[src/rtl/trig_effi_scan_ctrl.sv]
// trig_effi_scan_ctrl
// -------------------
// Scan scheduler for the trigger-efficiency test block. It steps a
// discriminator threshold DAC code from DacStart to DacEnd in DacStep
// increments. For every point it:
//   - requests a slow-control reload;
//   - waits SETTLE_CYCLES for the analog front end;
//   - runs one measurement and forwards the test block data words to the
//     readout FIFO;
//   - releases the test block.
//
// Optional feature macro: SCAN_TAG_EN
//   defined   : each point is preceded by a tag word
//               {4'hD, 2'b00, code[9:0]}, and the scan ends with a
//               16'hE0E0 trailer word.
//   undefined : ScanData carries test block words only.
//
// Parameters
//   DAC_WIDTH     threshold DAC code width (max 15)
//   SETTLE_CYCLES Clk cycles between ScLoadDone and the measurement (>= 1)
//
// Ports
//   Clk, reset_n            clock, asynchronous active-low reset
//   ScanStart, ScanStop     start level (rising edge acts), one-cycle abort
//   DacStart/DacEnd/DacStep scan range, sampled on scan start
//   DacCode, ScLoadReq      code to slow control, one-cycle reload request
//   ScLoadDone              reload complete pulse
//   TestStart, TestReset_n  test block start level and active-low reset
//   TestDone                test block finished (level)
//   TestDataTransmitDone    one-cycle release pulse to the test block
//   TestData, TestData_en   test block data word stream
//   ScanData, ScanData_en   word stream to the readout FIFO
//   FifoFull                readout FIFO full; words offered while full are dropped
//   ScanBusy, ScanDone      status
//   Overflow                sticky word-drop flag, cleared on scan start
module trig_effi_scan_ctrl #(
  parameter int DAC_WIDTH     = 10,
  parameter int SETTLE_CYCLES = 4000
) (
  input  logic                 Clk,
  input  logic                 reset_n,
  input  logic                 ScanStart,
  input  logic                 ScanStop,
  input  logic [DAC_WIDTH-1:0] DacStart,
  input  logic [DAC_WIDTH-1:0] DacEnd,
  input  logic [DAC_WIDTH-1:0] DacStep,
  output logic [DAC_WIDTH-1:0] DacCode,
  output logic                 ScLoadReq,
  input  logic                 ScLoadDone,
  output logic                 TestStart,
  output logic                 TestReset_n,
  input  logic                 TestDone,
  output logic                 TestDataTransmitDone,
  input  logic [15:0]          TestData,
  input  logic                 TestData_en,
  output logic [15:0]          ScanData,
  output logic                 ScanData_en,
  input  logic                 FifoFull,
  output logic                 ScanBusy,
  output logic                 ScanDone,
  output logic                 Overflow
);

  localparam int CNT_W = (SETTLE_CYCLES > 1) ? $clog2(SETTLE_CYCLES) : 1;
  localparam logic [CNT_W-1:0] SETTLE_LOAD = CNT_W'(SETTLE_CYCLES - 1);

  typedef enum logic [3:0] {
    S_IDLE,
    S_LOAD_SC,
    S_WAIT_SC,
    S_SETTLE,
    S_TAG,
    S_RUN,
    S_WAIT_DONE,
    S_ACK,
    S_NEXT,
    S_TRAILER,
    S_DONE
  } state_t;

  state_t               state_reg, state_next;
  logic [DAC_WIDTH-1:0] dac_code_reg, dac_code_next;
  logic [DAC_WIDTH-1:0] dac_end_reg, dac_end_next;
  logic [DAC_WIDTH-1:0] dac_step_reg, dac_step_next;
  logic [CNT_W-1:0]     settle_cnt_reg, settle_cnt_next;
  logic                 test_start_reg, test_start_next;
  logic                 test_reset_n_reg, test_reset_n_next;
  logic [15:0]          scan_data_reg, scan_data_next;
  logic                 scan_data_en_reg, scan_data_en_next;
  logic                 overflow_reg, overflow_next;
  logic                 scan_start_d_reg;

  logic                 start_edge;
  logic                 stop_hit;
  logic [DAC_WIDTH:0]   dac_sum;
  logic                 emit_req;
  logic [15:0]          emit_word;

  assign start_edge = ScanStart & ~scan_start_d_reg;
  assign stop_hit   = ScanStop && (state_reg != S_IDLE) && (state_reg != S_DONE);
  // One extra bit so a step past the top code shows up as a carry instead
  // of wrapping back to a low code.
  assign dac_sum    = {1'b0, dac_code_reg} + {1'b0, dac_step_reg};

`ifdef SCAN_TAG_EN
  logic [9:0] tag_code;
  if (DAC_WIDTH >= 10) begin : g_tag_trunc
    assign tag_code = dac_code_reg[9:0];
  end else begin : g_tag_ext
    assign tag_code = {{(10 - DAC_WIDTH){1'b0}}, dac_code_reg};
  end
`endif

  always_ff @(posedge Clk or negedge reset_n) begin
    if (!reset_n) begin
      state_reg        <= S_IDLE;
      dac_code_reg     <= '0;
      dac_end_reg      <= '0;
      dac_step_reg     <= '0;
      settle_cnt_reg   <= '0;
      test_start_reg   <= 1'b0;
      test_reset_n_reg <= 1'b0;
      scan_data_reg    <= '0;
      scan_data_en_reg <= 1'b0;
      overflow_reg     <= 1'b0;
      scan_start_d_reg <= 1'b0;
    end else begin
      state_reg        <= state_next;
      dac_code_reg     <= dac_code_next;
      dac_end_reg      <= dac_end_next;
      dac_step_reg     <= dac_step_next;
      settle_cnt_reg   <= settle_cnt_next;
      test_start_reg   <= test_start_next;
      test_reset_n_reg <= test_reset_n_next;
      scan_data_reg    <= scan_data_next;
      scan_data_en_reg <= scan_data_en_next;
      overflow_reg     <= overflow_next;
      scan_start_d_reg <= ScanStart;
    end
  end

  always_comb begin
    state_next        = state_reg;
    dac_code_next     = dac_code_reg;
    dac_end_next      = dac_end_reg;
    dac_step_next     = dac_step_reg;
    settle_cnt_next   = settle_cnt_reg;
    test_start_next   = test_start_reg;
    test_reset_n_next = test_reset_n_reg;
    scan_data_next    = scan_data_reg;
    scan_data_en_next = 1'b0;
    overflow_next     = overflow_reg;
    emit_req          = 1'b0;
    emit_word         = '0;

    case (state_reg)
      S_IDLE: begin
        test_reset_n_next = 1'b0;
        test_start_next   = 1'b0;
        if (start_edge) begin
          dac_code_next = DacStart;
          dac_end_next  = DacEnd;
          dac_step_next = (DacStep == '0) ? DAC_WIDTH'(1) : DacStep;
          overflow_next = 1'b0;
          state_next    = S_LOAD_SC;
        end
      end
      S_LOAD_SC: begin
        test_reset_n_next = 1'b1;
        state_next        = S_WAIT_SC;
      end
      S_WAIT_SC: begin
        if (ScLoadDone) begin
          settle_cnt_next = SETTLE_LOAD;
          state_next      = S_SETTLE;
        end
      end
      S_SETTLE: begin
        if (settle_cnt_reg == '0) begin
`ifdef SCAN_TAG_EN
          state_next = S_TAG;
`else
          state_next = S_RUN;
`endif
        end else begin
          settle_cnt_next = settle_cnt_reg - 1'b1;
        end
      end
`ifdef SCAN_TAG_EN
      S_TAG: begin
        emit_req   = 1'b1;
        emit_word  = {4'hD, 2'b00, tag_code};
        state_next = S_RUN;
      end
      S_TRAILER: begin
        emit_req   = 1'b1;
        emit_word  = 16'hE0E0;
        state_next = S_DONE;
      end
`endif
      S_RUN: begin
        test_start_next = 1'b1;
        state_next      = S_WAIT_DONE;
      end
      S_WAIT_DONE: begin
        if (TestData_en) begin
          emit_req  = 1'b1;
          emit_word = TestData;
        end
        if (TestDone) begin
          test_start_next = 1'b0;
          state_next      = S_ACK;
        end
      end
      S_ACK: begin
        // TestStart is already low here, so the release pulse sends the
        // test block back to idle instead of starting another run.
        state_next = S_NEXT;
      end
      S_NEXT: begin
        if (dac_sum > {1'b0, dac_end_reg}) begin
`ifdef SCAN_TAG_EN
          state_next = S_TRAILER;
`else
          state_next = S_DONE;
`endif
        end else begin
          dac_code_next = dac_sum[DAC_WIDTH-1:0];
          state_next    = S_LOAD_SC;
        end
      end
      S_DONE: begin
        // Keeps the test block out of reset while the host holds ScanStart;
        // after an abort this ends the one-cycle reset pulse.
        test_reset_n_next = ScanStart;
        if (!ScanStart) begin
          state_next = S_IDLE;
        end
      end
      default: begin
        state_next = S_IDLE;
      end
    endcase

    // Abort wins over everything else in the same cycle, including TestDone
    // and any word that would have been forwarded.
    if (stop_hit) begin
      state_next        = S_DONE;
      test_start_next   = 1'b0;
      test_reset_n_next = 1'b0;
      emit_req          = 1'b0;
    end

    // The scan never stalls on a full FIFO: the word is lost and flagged.
    if (emit_req) begin
      if (FifoFull) begin
        overflow_next = 1'b1;
      end else begin
        scan_data_next    = emit_word;
        scan_data_en_next = 1'b1;
      end
    end
  end

  assign DacCode              = dac_code_reg;
  assign ScLoadReq            = (state_reg == S_LOAD_SC);
  assign TestStart            = test_start_reg;
  assign TestReset_n          = test_reset_n_reg;
  assign TestDataTransmitDone = (state_reg == S_ACK);
  assign ScanData             = scan_data_reg;
  assign ScanData_en          = scan_data_en_reg;
  assign ScanBusy             = (state_reg != S_IDLE);
  assign ScanDone             = (state_reg == S_DONE);
  assign Overflow             = overflow_reg;

endmodule

[config.mk]
export PLATFORM = sky130hd
export DESIGN_NAME = trig_effi_scan_ctrl
export DESIGN_NICKNAME = d
export VERILOG_FILES = /design/src/rtl/trig_effi_scan_ctrl.sv
export SDC_FILE = /design/constraint.sdc
export NUM_CORES = 1
export LEC_CHECK = 0
export CAP_MARGIN = 30
export CORE_ASPECT_RATIO = 0.5
export CORE_MARGIN = 5
export CORE_UTILIZATION = 56
export CTS_BUF_LIST = sky130_fd_sc_hd__clkbuf_4 sky130_fd_sc_hd__clkbuf_8
export DETAILED_ROUTE_END_ITERATION = 10
export PLACE_DENSITY = 0.9
export SLEW_MARGIN = 20
export SYNTH_ARGS = -nofsm -noshare
export SYNTH_HDL_FRONTEND = slang
export SYNTH_SLANG_ARGS = --single-unit
[constraint.sdc]
create_clock -name Clk -period 7.4 [get_ports Clk]
set_input_delay 1.48 -clock Clk [delete_from_list [all_inputs] [get_ports Clk]]
set_output_delay 1.48 -clock Clk [all_outputs]
set_load 0.01 [all_outputs]
==> results.yml <==
clock_tree:
  cts_setup_buffers: 0
  cts.hold.buffers_added: 0
  cts_tree: "done"
  htree_levels: 3
  root_buffer: "clkbuf_8"
  clk_path_buf_depth: 2
  cts_resized: 0
  cts_num_sinks: 67
  clk-insertion-delay-late_ps: 360
  path_clk_slew_ps: 80
  cts_buffers: 9
final_layout:
  final_cells: 567
  layout-area-overhead-vs-synth_pct: 31.4
  largest_register_ffs: 16
  finalInstanceArea_um2: 4850
  finalNetCount: 550
  diodes: 0
  fillers: 419
  drive_gt1_share_pct: 8.98
worst_hold_path:
  whs_path_depth: 2
  holdCritStartpoint: "dac_end_reg[0]"
  hold_path.class: "reg2reg"
  hold_end: "dac_end_reg[0]"
sta:
  rsz0062_at_grt: "false"
  setup_viol: 0
  post-route-period-util_pct: 54.9
  final.setup.tns_ps: 0
  hold_violations: 0
  worst_pin_slew_ps: 853
  slew_headroom_pct: 43.1
  clock_skew_ps: 5.34
  drv_slew: 0
  fmax_mhz: 246
  period_minus_slack_ps: 4060
synth:
  synth_cells: 387
  synthesis.area_um2: 3690
  synth_mux_area_share_pct: 4.89
  yosysUniqueCellTypes: 51
  synth_top_flop_cell: "dfrtp_1"
  synth_edf_count: 0
  synth_top_family_by_area: "simple AND/OR/NAND/NOR gates"
  synth_fa_ha_area_share_pct: 7.67
  synth_compound_area_share_pct: 14.8
  syn_nets: 463
  avgSynthCellArea_um2: 9.53
  ys_top_cells_by_count: "dfrtp_1, nand2_1, inv_1"
  synth-seq-area-share_pct: 45.5
  synth_area_leaders: "dfrtp_1, ha_1, nand2_1, mux2_2, a21oi_1"
  synth_most_common_cell: "dfrtp_1"
  yosys_register_bits: 67
  synth_xor_area_share_pct: 4.28
  synth-simple-area-share_pct: 18.5
  yosys.area.top_type: "dfrtp_1"
  synthArstFlopShare_pct: 100
  netlist.area_leader.share_pct: 45.5
  yosysWarnings: 0
placed_design:
  place_area_um2: 4620
  gp_congestion: 0.856
  hpwl_um: 6410
  placed_cells: 551
  io_buffers: 87
grt:
  overflow: 0
  grt_max_degree: 68
  grt_use_total_pct: 22.5
  use_met1_pct: 25.1
  grt_pass1_wl_um: 14800
  grt.busiest_layer: "met2"
  grt_pass1_vias: 3222
  antenna_found_initial: 0
  use_met2_pct: 41.1
  grt_use_met3_pct: 7.19
route:
  vias: 3155
  dr.pass1.iters: 5
  drt_iter0_markers: 259
  wl_per_cell_um: 15.9
  viasPerCell: 5.56
  route.detailed.drc: 0
  routed_wl_um: 9000
  antenna_left: 0
flow_run:
  maxCapViolCount: 0
power_and_ir_drop:
  vdd_ir_drop_max_uv: 378
  p_leak_uw: 0.00216
  power_density_nw_per_um2: 447
die:
  pin_count: 88
  rows: 20
  design.die.area_um2: 8410
  die_y_um: 67.4
  core_um2: 6230
  start_util_pct: 59.2
  dieWidth_um: 125
worst_setup_path:
  required_ps: 7640
  reg2reg_to: "DacCode[5]"
  cp-start-kind: "flip-flop"
  worst-path-max-fanout: 9
  rr_worst_depth: 14
  worstPathArrival_ps: 4300
  r2r_start: "DacCode[0]"
  r2r_slack_ps: 3340
  worstSetupPathType: "reg2reg"
  crit_path_end_kind: "flip-flop"
outcome:
  status: "finished, final reports clean"
==> worst max path at each step <==
stage / start / end / slack [ps] / cells past startpoint
5_1_grt: DacCode[0] / DacCode[5] / 2940 / 14
3_5_place_dp: DacCode[0] / DacCode[5] / 3440 / 14
3_3_place_gp: DacCode[0] / DacCode[8] / 3670 / 14
4_1_cts: DacCode[0] / DacCode[5] / 3420 / 14
2_1_floorplan: DacCode[0] / DacCode[3] / 3830 / 14
6_report: DacCode[0] / DacCode[5] / 3340 / 14
==> cell usage in the layout, fill, tap and decap left out, drive strengths merged, types with 8 or more instances in the layout <==
cell and n:
a21oi 22, clkbuf 10, clkdlybuf4s50 86, dfrtp 67
ha 21, inv 27, mux2 16, nand2 59
nand3 12, nor2 26, nor3 9, o21ai 23
xnor2 8, xor2 10
==> final cells by class <==
class	count	area (um2)	share of cell area, %
timing repair buffer	89	881	18.2
clock buffer	10	138	2.84
multi-input combinational	280	1850	38.2
tap	88	110	2.27
inverter	27	101	2.09
sequential	67	1680	34.6
clock inverter	6	88.8	1.83
==> layer usage <==
layer / vias to the layer above / wire (um) / part of all wire (%)
met4: 0 / 160 / 1.8
li1: 1531 / - / -
met3: 16 / 508 / 5.6
met5: - / 0 / 0
met2: 100 / 4600 / 51
met1: 1508 / 3730 / 41
==> power by group <==
group	total, uW	switching, uW	internal [uW]
registers	616	115	502
logic	1200	643	559
clock network	346	147	199
total	2160	905	1260
==> kinds of logic after synthesis <==
family                     count (synthesis)
muxes                                     16
buffers and inverters                     40
and+or+nand+nor                          140
adders and majority gates                 22
xor gates and xnor gates                  18
DFF                                       67
AOI/OAI and AO/OA                         84
==> stage by stage <==
stage / utilization, % / hold WS, ps / total power, uW / worst slack [ps]
global placement: 74.1 / 466 / 1740 / 3670
global route: 77.8 / 522 / 2350 / 2940
floorplan: - / 450 / 1410 / 3830
CTS: 77.8 / 490 / 2170 / 3420
finish: 77.8 / 484 / 2160 / 3340
detailed placement: 74.1 / 470 / 1790 / 3440
==> worst max-delay path: stages (launching register included) <==
cell and delay (ps):
dfrtp_1 410, ha_1 240, fa_1 400, a21o_1 210, a221oi_1 390, o21bai_1 110, a21oi_1 180, xnor2_1 180
ha_1 290, a21o_1 160, a21oi_1 190, nand2_1 90, o21ai_0 390, a21oi_1 330, a221o_1 370
Power figures use the tool's default switching activity.
